[config.mk]
export PLATFORM = sky130hd
export DESIGN_NAME = instr_encoder_flat
export DESIGN_NICKNAME = d
export VERILOG_FILES = /design/src/rtl/instr_encoder_pkg.sv /design/src/rtl/instr_encoder_if.sv /design/src/rtl/instr_wbuf.sv /design/src/rtl/instr_encoder.sv /design/src/flat_wrapper.sv
export SDC_FILE = /design/constraint.sdc
export NUM_CORES = 1
export LEC_CHECK = 0
export ABC_AREA = 1
export CORE_MARGIN = 10
export CORE_UTILIZATION = 45
export DETAILED_ROUTE_END_ITERATION = 10
export DONT_BUFFER_PORTS = 1
export GPL_TIMING_DRIVEN = 0
export SETUP_SLACK_MARGIN = 0.1
export SLEW_MARGIN = 20
export SYNTH_ARGS = -nofsm -noshare
export SYNTH_HDL_FRONTEND = slang
export SYNTH_SLANG_ARGS = --single-unit
export TNS_END_PERCENT = 50
[constraint.sdc]
create_clock -name clk -period 4.3 [get_ports clk]
set_input_delay 0.43 -clock clk [delete_from_list [all_inputs] [get_ports clk]]
set_output_delay 0.43 -clock clk [all_outputs]
set_load 0.01 [all_outputs]
[src/rtl/instr_encoder_pkg.sv]
// Shared types and the pure field-to-word encoder for the instruction loader.
// Field placement and immediate legality live here so the datapath stays a thin wrapper.
package instr_encoder_pkg;

  localparam int OP_W   = 2;
  localparam int REG_W  = 3;
  localparam int KK_W   = 8;
  localparam int ADDR_W = 8;
  localparam int WORD_W = 16;
  localparam int CNT_W  = 9;

  typedef enum logic [OP_W-1:0] {
    OP_RRR = 2'd0,
    OP_RIF = 2'd1,
    OP_RI  = 2'd2,
    OP_RYI = 2'd3
  } opcode_e;

  typedef enum logic [1:0] {
    S_IDLE  = 2'd0,
    S_LOAD  = 2'd1,
    S_DRAIN = 2'd2,
    S_DONE  = 2'd3
  } state_e;

  typedef struct packed {
    logic [ADDR_W-1:0] addr;
    logic [WORD_W-1:0] word;
  } wbuf_entry_t;

  // Opcode 3 reuses word[4:2] for immediate bits, so it overwrites the common rz slot.
  function automatic logic [WORD_W-1:0] encode(
    input opcode_e          op,
    input logic [REG_W-1:0] rx,
    input logic [REG_W-1:0] ry,
    input logic [REG_W-1:0] rz,
    input logic [REG_W-1:0] func,
    input logic [KK_W-1:0]  kk
  );
    logic [WORD_W-1:0] w;
    w        = '0;
    w[1:0]   = op;
    w[10:8]  = rx;
    w[4:2]   = rz;
    case (op)
      OP_RRR: begin
        w[13:11] = ry;
        w[7:5]   = func;
      end
      OP_RIF: begin
        w[15:11] = kk[4:0];
        w[7:5]   = func;
      end
      OP_RI: begin
        w[15:11] = kk[7:3];
        w[7:5]   = kk[2:0];
      end
      default: begin
        w[15:14] = kk[7:6];
        w[13:11] = ry;
        w[7:2]   = kk[5:0];
      end
    endcase
    return w;
  endfunction

  function automatic logic is_legal(input opcode_e op, input logic [KK_W-1:0] kk);
    case (op)
      OP_RRR:  return (kk == '0);
      OP_RIF:  return (kk[7:5] == 3'd0);
      default: return 1'b1;
    endcase
  endfunction

endpackage

[src/rtl/instr_encoder_if.sv]
// Field-tuple input handshake plus the instruction-memory write bus.
// master is the producer/memory side, slave is the encoder.
interface instr_encoder_if;
  import instr_encoder_pkg::*;

  logic              in_valid;
  logic              in_ready;
  logic [OP_W-1:0]   in_opcode;
  logic [REG_W-1:0]  in_rx;
  logic [REG_W-1:0]  in_ry;
  logic [REG_W-1:0]  in_rz;
  logic [REG_W-1:0]  in_func;
  logic [KK_W-1:0]   in_kk;
  logic              mem_we;
  logic              mem_ready;
  logic [ADDR_W-1:0] mem_addr;
  logic [WORD_W-1:0] mem_wdata;

  modport master (
    output in_valid, in_opcode, in_rx, in_ry, in_rz, in_func, in_kk, mem_ready,
    input  in_ready, mem_we, mem_addr, mem_wdata
  );

  modport slave (
    input  in_valid, in_opcode, in_rx, in_ry, in_rz, in_func, in_kk, mem_ready,
    output in_ready, mem_we, mem_addr, mem_wdata
  );

endinterface

[src/rtl/instr_wbuf.sv]
// Two-entry FIFO of {addr, word} between the encoder and instruction memory.
// A push is taken when full only if the head pops in the same cycle.
module instr_wbuf
  import instr_encoder_pkg::*;
(
  input  logic        clk,
  input  logic        rst_n,
  input  logic        flush,
  input  logic        push,
  input  wbuf_entry_t push_data,
  input  logic        pop,
  output wbuf_entry_t head,
  output logic        empty,
  output logic        full
);

  wbuf_entry_t mem [2];
  logic        wr_ptr;
  logic        rd_ptr;
  logic [1:0]  level;
  logic        do_push;
  logic        do_pop;

  assign empty   = (level == 2'd0);
  assign full    = (level == 2'd2);
  assign do_pop  = pop && !empty;
  assign do_push = push && (!full || do_pop);
  assign head    = mem[rd_ptr];

  always_ff @(posedge clk or negedge rst_n) begin
    if (!rst_n) begin
      for (int i = 0; i < 2; i++) mem[i] <= '0;
      wr_ptr <= 1'b0;
      rd_ptr <= 1'b0;
      level  <= 2'd0;
    end else if (flush) begin
      wr_ptr <= 1'b0;
      rd_ptr <= 1'b0;
      level  <= 2'd0;
    end else begin
      if (do_push) begin
        mem[wr_ptr] <= push_data;
        wr_ptr      <= ~wr_ptr;
      end
      if (do_pop) rd_ptr <= ~rd_ptr;
      level <= level + {1'b0, do_push} - {1'b0, do_pop};
    end
  end

endmodule

[src/rtl/instr_encoder.sv]
// Loads a run of encoded instructions into memory starting at base_addr.
// Illegal-immediate tuples are swallowed and only raise the sticky err flag.
module instr_encoder
  import instr_encoder_pkg::*;
(
  input  logic                clk,
  input  logic                rst_n,
  input  logic                start,
  input  logic [ADDR_W-1:0]   base_addr,
  input  logic [7:0]          count,
  input  logic                abort,
  instr_encoder_if.slave      bus,
  output logic                busy,
  output logic                done,
  output logic                err
);

  state_e            state;
  logic [CNT_W-1:0]  legal_cnt;
  logic [CNT_W-1:0]  target;
  logic [CNT_W-1:0]  cnt_next;
  logic [ADDR_W-1:0] addr;
  opcode_e           op;
  logic              legal;
  logic              accept;
  logic              accept_legal;
  logic              buf_empty;
  logic              buf_full;
  logic              pop;
  wbuf_entry_t       push_data;
  wbuf_entry_t       head;

  assign op           = opcode_e'(bus.in_opcode);
  assign legal        = is_legal(op, bus.in_kk);
  assign bus.in_ready = (state == S_LOAD) && !buf_full && (legal_cnt < target) && !abort;
  assign accept       = bus.in_valid && bus.in_ready;
  assign accept_legal = accept && legal;
  assign cnt_next     = legal_cnt + {{(CNT_W-1){1'b0}}, accept_legal};
  assign push_data    = '{addr: addr,
                          word: encode(op, bus.in_rx, bus.in_ry, bus.in_rz, bus.in_func, bus.in_kk)};

  assign pop           = bus.mem_we && bus.mem_ready;
  assign bus.mem_we    = !buf_empty;
  assign bus.mem_addr  = head.addr;
  assign bus.mem_wdata = head.word;

  instr_wbuf u_wbuf (
    .clk       (clk),
    .rst_n     (rst_n),
    .flush     (abort),
    .push      (accept_legal),
    .push_data (push_data),
    .pop       (pop),
    .head      (head),
    .empty     (buf_empty),
    .full      (buf_full)
  );

  // count==0 is latched as 256, which is why the counters are one bit wider than count.
  always_ff @(posedge clk or negedge rst_n) begin
    if (!rst_n) begin
      state     <= S_IDLE;
      legal_cnt <= '0;
      target    <= '0;
      addr      <= '0;
      busy      <= 1'b0;
      done      <= 1'b0;
      err       <= 1'b0;
    end else if (abort) begin
      state <= S_IDLE;
      busy  <= 1'b0;
      done  <= 1'b0;
    end else begin
      done <= 1'b0;
      case (state)
        S_IDLE: begin
          if (start) begin
            addr      <= base_addr;
            target    <= (count == 8'd0) ? 9'd256 : {1'b0, count};
            legal_cnt <= '0;
            err       <= 1'b0;
            busy      <= 1'b1;
            state     <= S_LOAD;
          end
        end
        S_LOAD: begin
          if (accept) begin
            if (legal) begin
              addr      <= addr + 8'd1;
              legal_cnt <= cnt_next;
            end else begin
              err <= 1'b1;
            end
          end
          if (cnt_next == target) state <= S_DRAIN;
        end
        S_DRAIN: begin
          if (buf_empty) begin
            state <= S_DONE;
            done  <= 1'b1;
            busy  <= 1'b0;
          end
        end
        default: begin
          state <= S_IDLE;
        end
      endcase
    end
  end

endmodule

[src/flat_wrapper.sv]
// flat-port wrapper written by rule: the top's interface ports become plain ports
module instr_encoder_flat import instr_encoder_pkg::*;
  (clk, rst_n, start, base_addr, count, abort, busy, done, err, bus_in_valid, bus_in_opcode, bus_in_rx, bus_in_ry, bus_in_rz, bus_in_func, bus_in_kk, bus_mem_ready, bus_in_ready, bus_mem_we, bus_mem_addr, bus_mem_wdata);
  instr_encoder_if bus_i ();
  input  logic clk;
  input  logic rst_n;
  input  logic start;
  input  logic [ADDR_W-1:0] base_addr;
  input  logic [7:0] count;
  input  logic abort;
  output logic busy;
  output logic done;
  output logic err;
  input wire logic [$bits(bus_i.in_valid)-1:0] bus_in_valid;
  input wire logic [$bits(bus_i.in_opcode)-1:0] bus_in_opcode;
  input wire logic [$bits(bus_i.in_rx)-1:0] bus_in_rx;
  input wire logic [$bits(bus_i.in_ry)-1:0] bus_in_ry;
  input wire logic [$bits(bus_i.in_rz)-1:0] bus_in_rz;
  input wire logic [$bits(bus_i.in_func)-1:0] bus_in_func;
  input wire logic [$bits(bus_i.in_kk)-1:0] bus_in_kk;
  input wire logic [$bits(bus_i.mem_ready)-1:0] bus_mem_ready;
  output wire logic [$bits(bus_i.in_ready)-1:0] bus_in_ready;
  output wire logic [$bits(bus_i.mem_we)-1:0] bus_mem_we;
  output wire logic [$bits(bus_i.mem_addr)-1:0] bus_mem_addr;
  output wire logic [$bits(bus_i.mem_wdata)-1:0] bus_mem_wdata;
  assign bus_i.in_valid = bus_in_valid;
  assign bus_i.in_opcode = bus_in_opcode;
  assign bus_i.in_rx = bus_in_rx;
  assign bus_i.in_ry = bus_in_ry;
  assign bus_i.in_rz = bus_in_rz;
  assign bus_i.in_func = bus_in_func;
  assign bus_i.in_kk = bus_in_kk;
  assign bus_i.mem_ready = bus_mem_ready;
  assign bus_in_ready = bus_i.in_ready;
  assign bus_mem_we = bus_i.mem_we;
  assign bus_mem_addr = bus_i.mem_addr;
  assign bus_mem_wdata = bus_i.mem_wdata;
  instr_encoder u_core (.clk(clk), .rst_n(rst_n), .start(start), .base_addr(base_addr), .count(count), .abort(abort), .bus(bus_i), .busy(busy), .done(done), .err(err));
endmodule
Word-level counts from Yosys, hierarchy flattened
Cells that the tools add are included.

word-level totals
  input bits = 44
  register bits after elaboration = 83
  output and inout port bits = 29
  logic and storage cells = 112

cells by class
  bitwise gates (word level) = 5
  mux-type cells = 41
  $add $sub $neg = 4
  reduce and logical (&&, ||, !) cells = 31
  equality and inequality tests = 13
  $lt $le $gt $ge = 4

operators with widths
  kind                                                            number
  24-bit 2-to-1 mux                                               4
  48-bit bitwise mux                                              1
  9-bit 2-to-1 mux                                                4
  24-bit demux with 1-bit select                                  1
  8-bit 2-to-1 mux                                                3
  9-bit one-hot mux with 2 select lines                           1
  8-bit zero test                                                 2
  8-bit one-hot mux with 2 select lines                           1
  1-bit 2-to-1 mux                                                13
  3-bit one-hot mux with 2 select lines                           2
  2-bit 2-to-1 mux                                                5
  5-bit AND reduction                                             2
  9-bit by 1-bit adder with 9-bit output                          1
  9-bit equality test                                             1
  1-bit logical AND                                               9
  9-bit less-than comparator                                      1
  3-bit AND reduction                                             3
  8-bit by 1-bit adder with 8-bit output (second input constant)  1
  2-bit equality test (second input constant)                     3
  2-bit zero test                                                 3
  3-bit != test (second input constant)                           2
  1-bit one-hot mux with 2 select lines                           3
  2-bit one-hot mux with 3 select lines                           1
  2-bit nonzero test                                              3
  19 further kinds                                                28

Longest topological paths before layout
  word-level depth = 12
  mapped depth = 28
  mapped depth without buffers = 26

Cells and area by module
A second synthesis with hierarchy kept.

unflattened totals
  cell total of the unflattened synthesis = 674
  area, all modules = 4991.0 sq um

by module, submodules not included
  module         area an instance (sq um)  times used  cells an instance  sequential area each (sq um)
  instr_wbuf     2578.7                    1           325                1301.2
  instr_encoder  2412.3                    1           349                775.7

Worst setup path after synthesis
No wires, ideal clock.

  kind = reg-to-reg
  from = register u_core.target[8]
  to = register u_core.state[0]
  period minus slack after synthesis = 3.219 ns
  cell stages (with the launch flop) = 26
  path slack = 1.081 ns
  data required time = 4.183 ns
  setup time = 0.117 ns
  buffers on the path = 2
  arrival time = 3.102 ns
  cell sequence = dfrtp_1 inv_1 ha_1 a21o_1 nor2_1 nand3_1 nor3_4 nand3_4 buf_6 buf_6 inv_1 ha_1 ha_1 nand2_1 nor2_1 nand2_1 nand2_1 nand2_1 nand2_1 nand2_1 nor2_1 nand3_1 nand2_1 nand2_1 nand2_1 nand2_1

on the way
  longest elaborated chain between the ends = 9

RTL lines
  item                                    RTL line              RTL
  start, declared                         instr_encoder.sv:20   logic [CNT_W-1:0] target;
  start signal, assigned                  instr_encoder.sv:79   target <= (count == 8'd0) ? 9'd256 : {1'b0, count};
  9-bit less-than comparator              instr_encoder.sv:35   assign bus.in_ready = (state == S_LOAD) && !buf_full && (legal_cnt < target) && !abort;
  1-bit logical AND (2 in series)         instr_encoder.sv:35
  via bus_in_ready                        flat_wrapper.sv:22    output wire logic [$bits(bus_i.in_ready)-1:0] bus_in_ready;
  1-bit logical AND                       instr_encoder.sv:36   assign accept = bus.in_valid && bus.in_ready;
  1-bit logical AND                       instr_encoder.sv:37   assign accept_legal = accept && legal;
  9-bit by 1-bit adder with 9-bit output  instr_encoder.sv:38   assign cnt_next = legal_cnt + {{(CNT_W-1){1'b0}}, accept_legal};
  9-bit equality test                     instr_encoder.sv:95   if (cnt_next == target) state <= S_DRAIN;
  3-bit != test (no source line)          n/a
  3-bit AND reduction (no source line)    n/a
  end signal, assigned                    instr_encoder.sv:95
  end signal, assigned                    instr_encoder.sv:99   state <= S_DONE;
  end signal, assigned                    instr_encoder.sv:105  state <= S_IDLE;
  end, declared                           instr_encoder.sv:18   state_e state;

The timed path passes the listed nets, and every way through them passes these cells.
A chain may end at the register's enable or synchronous reset.

Final worst setup path
  from = register u_core.legal_cnt[8]
  to = register u_core.state[1]

on the way
  longest elaborated chain between the ends = 9

RTL lines
  item                                    RTL line             RTL
  start, declared                         instr_encoder.sv:19  logic [CNT_W-1:0] legal_cnt;
  start signal, assigned                  instr_encoder.sv:90  legal_cnt <= cnt_next;
  9-bit less-than comparator              instr_encoder.sv:35
  1-bit logical AND (2 in series)         instr_encoder.sv:35
  via bus_in_ready                        flat_wrapper.sv:22
  1-bit logical AND                       instr_encoder.sv:36
  1-bit logical AND                       instr_encoder.sv:37
  9-bit by 1-bit adder with 9-bit output  instr_encoder.sv:38
  9-bit equality test                     instr_encoder.sv:95
  3-bit != test (no source line)          n/a
  3-bit AND reduction (no source line)    n/a

The timed path passes the listed nets, and every way through them passes these cells.

==> impl_metrics.toml <==
[yosys]
synth_warnings = 0
synth_top_area_share_pct = 43.2
ys.flop_type = "dfrtp_1"
synth_top_area_cell = "dfrtp_1"
ys_seq_area_share_pct = 43.2
synthesis.nets = 703
ys_top_cells_by_count = "nand2_1, dfrtp_1, inv_1"
synth-edff-count = 0
synth_area_leaders = "dfrtp_1, nand2_1, o21ai_0"
avgSynthCellArea_um2 = 7.53
syn_area_um2 = 4800
ys_types = 35
synth_cells = 638
synth_seq_cells = 83
async_flop_share_pct = 100
yosysMostFrequentCell = "nand2_1"

[setup_path]
cp-start-kind = "register"
crit_fanout = 10
cp-end-kind = "register"
worstPathRequired_ns = 4.55
critPathKind = "reg -> reg"
crit_arrival_ns = 4.06

[floorplan]
start_util_pct = 46.3
row_count = 37
die-area_um2 = 15200
die_w_um = 123
num_io_pins = 73
fp.dieH_um = 123
core_um2 = 10400

[global_routing]
grt-ovfl-total = 0
grt_pass1_vias = 4148
antenna_found_initial = 0
grt_usage_pct = 16.5
grt_pass1_wl_um = 20300
grt_max_degree = 84

[drt]
antenna_left = 0
drc_errors = 0
first_pass_iters = 4
wl_per_cell_um = 15.3
vias_per_cell = 5.15
wirelength_um = 12100
drt_iter0_drc = 278
num_vias = 4081

[power_and_ir_drop]
ir_worst_vdd_uv = 255
power.density_nw_per_um2 = 543
leakage_nw = 2.64

[min_path]
hp-class = "in -> reg"

[flow_run]
maxCapViolCount = 0

[timing]
skew_ns = 0.0132
rsz0062_at_grt = "no"
hold_viol_final = 0
drv_slew = 0
fin_tns_setup_ns = 0
timing.slew.headroom_pct = 60.2
layout_min_cycle_time_ns = 3.80
tightest_slew_ns = 0.591
fmax_ghz = 0.263
setup_violations = 0
fin_crit_sh_pct = 88.4
worst_hold_slack_ns = 0.125

[final_layout]
finalNetCount = 717
stdcell_count = 793
drive_gt1_share_pct = 8.22
n_antenna_cell = 0
area.growth.synth_to_final_pct = 9.53

[place]
placed_cells = 774
dp_hpwl_um = 9010
io_buffers = 0
gp_congestion = 0.891

[clock_tree]
cts_root_buffer = "clkbuf_8"
ctsHtreeMaxLevel = 3
cts_made_buffers = 9
clk_latency_ns = 0.36
cts.sinks = 83
clk_pin_slew_ns = 0.09
cts_tree = "yes"
max-clock-path-buffers = 2

[run_status]
status = "complete, no violations"
## layout make-up
cell class | instances | area, µm²
multi-input combinational | 450 | 2290
fill | 1050 | 5110
sequential | 83 | 2080
buffer | 23 | 145
timing repair buffer | 3 | 45.0
clock inverter | 7 | 105
clock buffer | 9 | 124
inverter | 82 | 308
tap | 136 | 170
## layer usage
metal | GRT usage (%) | routed length (µm)
met4 | 3.86 | 133
met3 | 4.69 | 844
met5 | 0 | 0
met2 | 26.3 | 5510
met1 | 21.7 | 5630
## metrics by stage
step	setup WS, ns	total power, W	util [%]	area, µm²
4_1_cts	0.323	0.00289	50.5	5240
3_3_place_gp	0.391	0.00218	48.0	4970
2_1_floorplan	1.08	0.00195	-	4800
3_5_place_dp	0.343	0.00221	48.0	4970
6_report	0.497	0.00286	50.7	5260
5_1_grt	0.108	0.00310	50.7	5260
## power by group
part           internal, W  switching [W]
combinational     0.000325       0.000667
clock             0.000338       0.000319
sequential         0.00104       0.000166
total              0.00171        0.00115
## state kept, by name, summed over array words and instances, names as in the netlist
register	count
u_core.busy	1
u_core.u_wbuf.level	2
u_core.u_wbuf.wr_ptr	1
u_core.target	9
u_core.err	1
u_core.u_wbuf.rd_ptr	1
u_core.legal_cnt	9
u_core.u_wbuf.mem	48
u_core.addr	8
u_core.state	2
u_core.done	1
## critical path: stages (launching register included)
cell,delay [ns]
dfrtp_1,0.44
ha_1,0.31
a21o_1,0.18
nor2_1,0.16
nand3_1,0.15
nor3_4,0.38
nand3_4,0.13
buf_6,0.16
buf_6,0.14
inv_1,0.06
ha_2,0.23
ha_2,0.23
nand2_1,0.13
nor2_4,0.14
nand2_1,0.07
nand2_1,0.08
nand2_1,0.06
nand2_1,0.06
nand2_1,0.04
nor2_1,0.11
nand3_1,0.13
nand2_1,0.12
nand2_1,0.07
nand2_1,0.07
nand2_1,0.05
## repair_timing
item,CTS,global route
setup buffers,0,1
hold buffers,2,0
endpoints found under the setup margin,0,2
resized for setup,0,5
endpoints found under the hold margin,83,0
## logic make-up (layout without fill, tap and decap cells)
logic type               count (synthesis)  after routing  share of synthesized area, %
adder cells (fa/ha/maj)                 21             21                          5.47
buffers and inverters                  105            124                          9.43
AND/OR/NAND/NOR                        303            303                          26.4
XOR/XNOR                                11             11                          2.01
multiplexers                             1              1                         0.234
flip-flops                              83             83                          43.2
AO/OA/AOI/OAI                          114            114                          13.2
## cells in the final DEF (no fill, tap or decap), drive strengths merged
cell type    count
nand2          218
o21ai           92
inv             84
dfrtp           83
nand3           44
nor2            33
clkbuf          22
ha              21
buf             12
a21oi           11
xnor2            6
xor2             5
a31oi            3
a221oi           3
nand4            3
clkinv           2
o22ai            2
nor4             2
bufinv           2
a21o             1
nor3             1
or2              1
o21bai           1
mux2             1
a22oi            1
nor3b            1
clkinvlp         1
dlygate4sd3      1
## worst paths after layout
path                                       start                     end  slack (ns)  depth (start not counted)
max in group asynchronous                  rst_n        u_core.target[2]        3.31                          2
min in group asynchronous                  rst_n   u_core.u_wbuf.mem[32]        0.61                          2
setup / recovery             u_core.legal_cnt[8]         u_core.state[1]        0.50                         24
hold / removal                             abort  u_core.u_wbuf.level[0]        0.13                          1
setup reg to reg             u_core.legal_cnt[8]         u_core.state[1]        0.50                         24
hold reg to reg            u_core.u_wbuf.mem[22]   u_core.u_wbuf.mem[22]        0.48                          2
No activity file was read; power rests on OpenSTA's default activity.
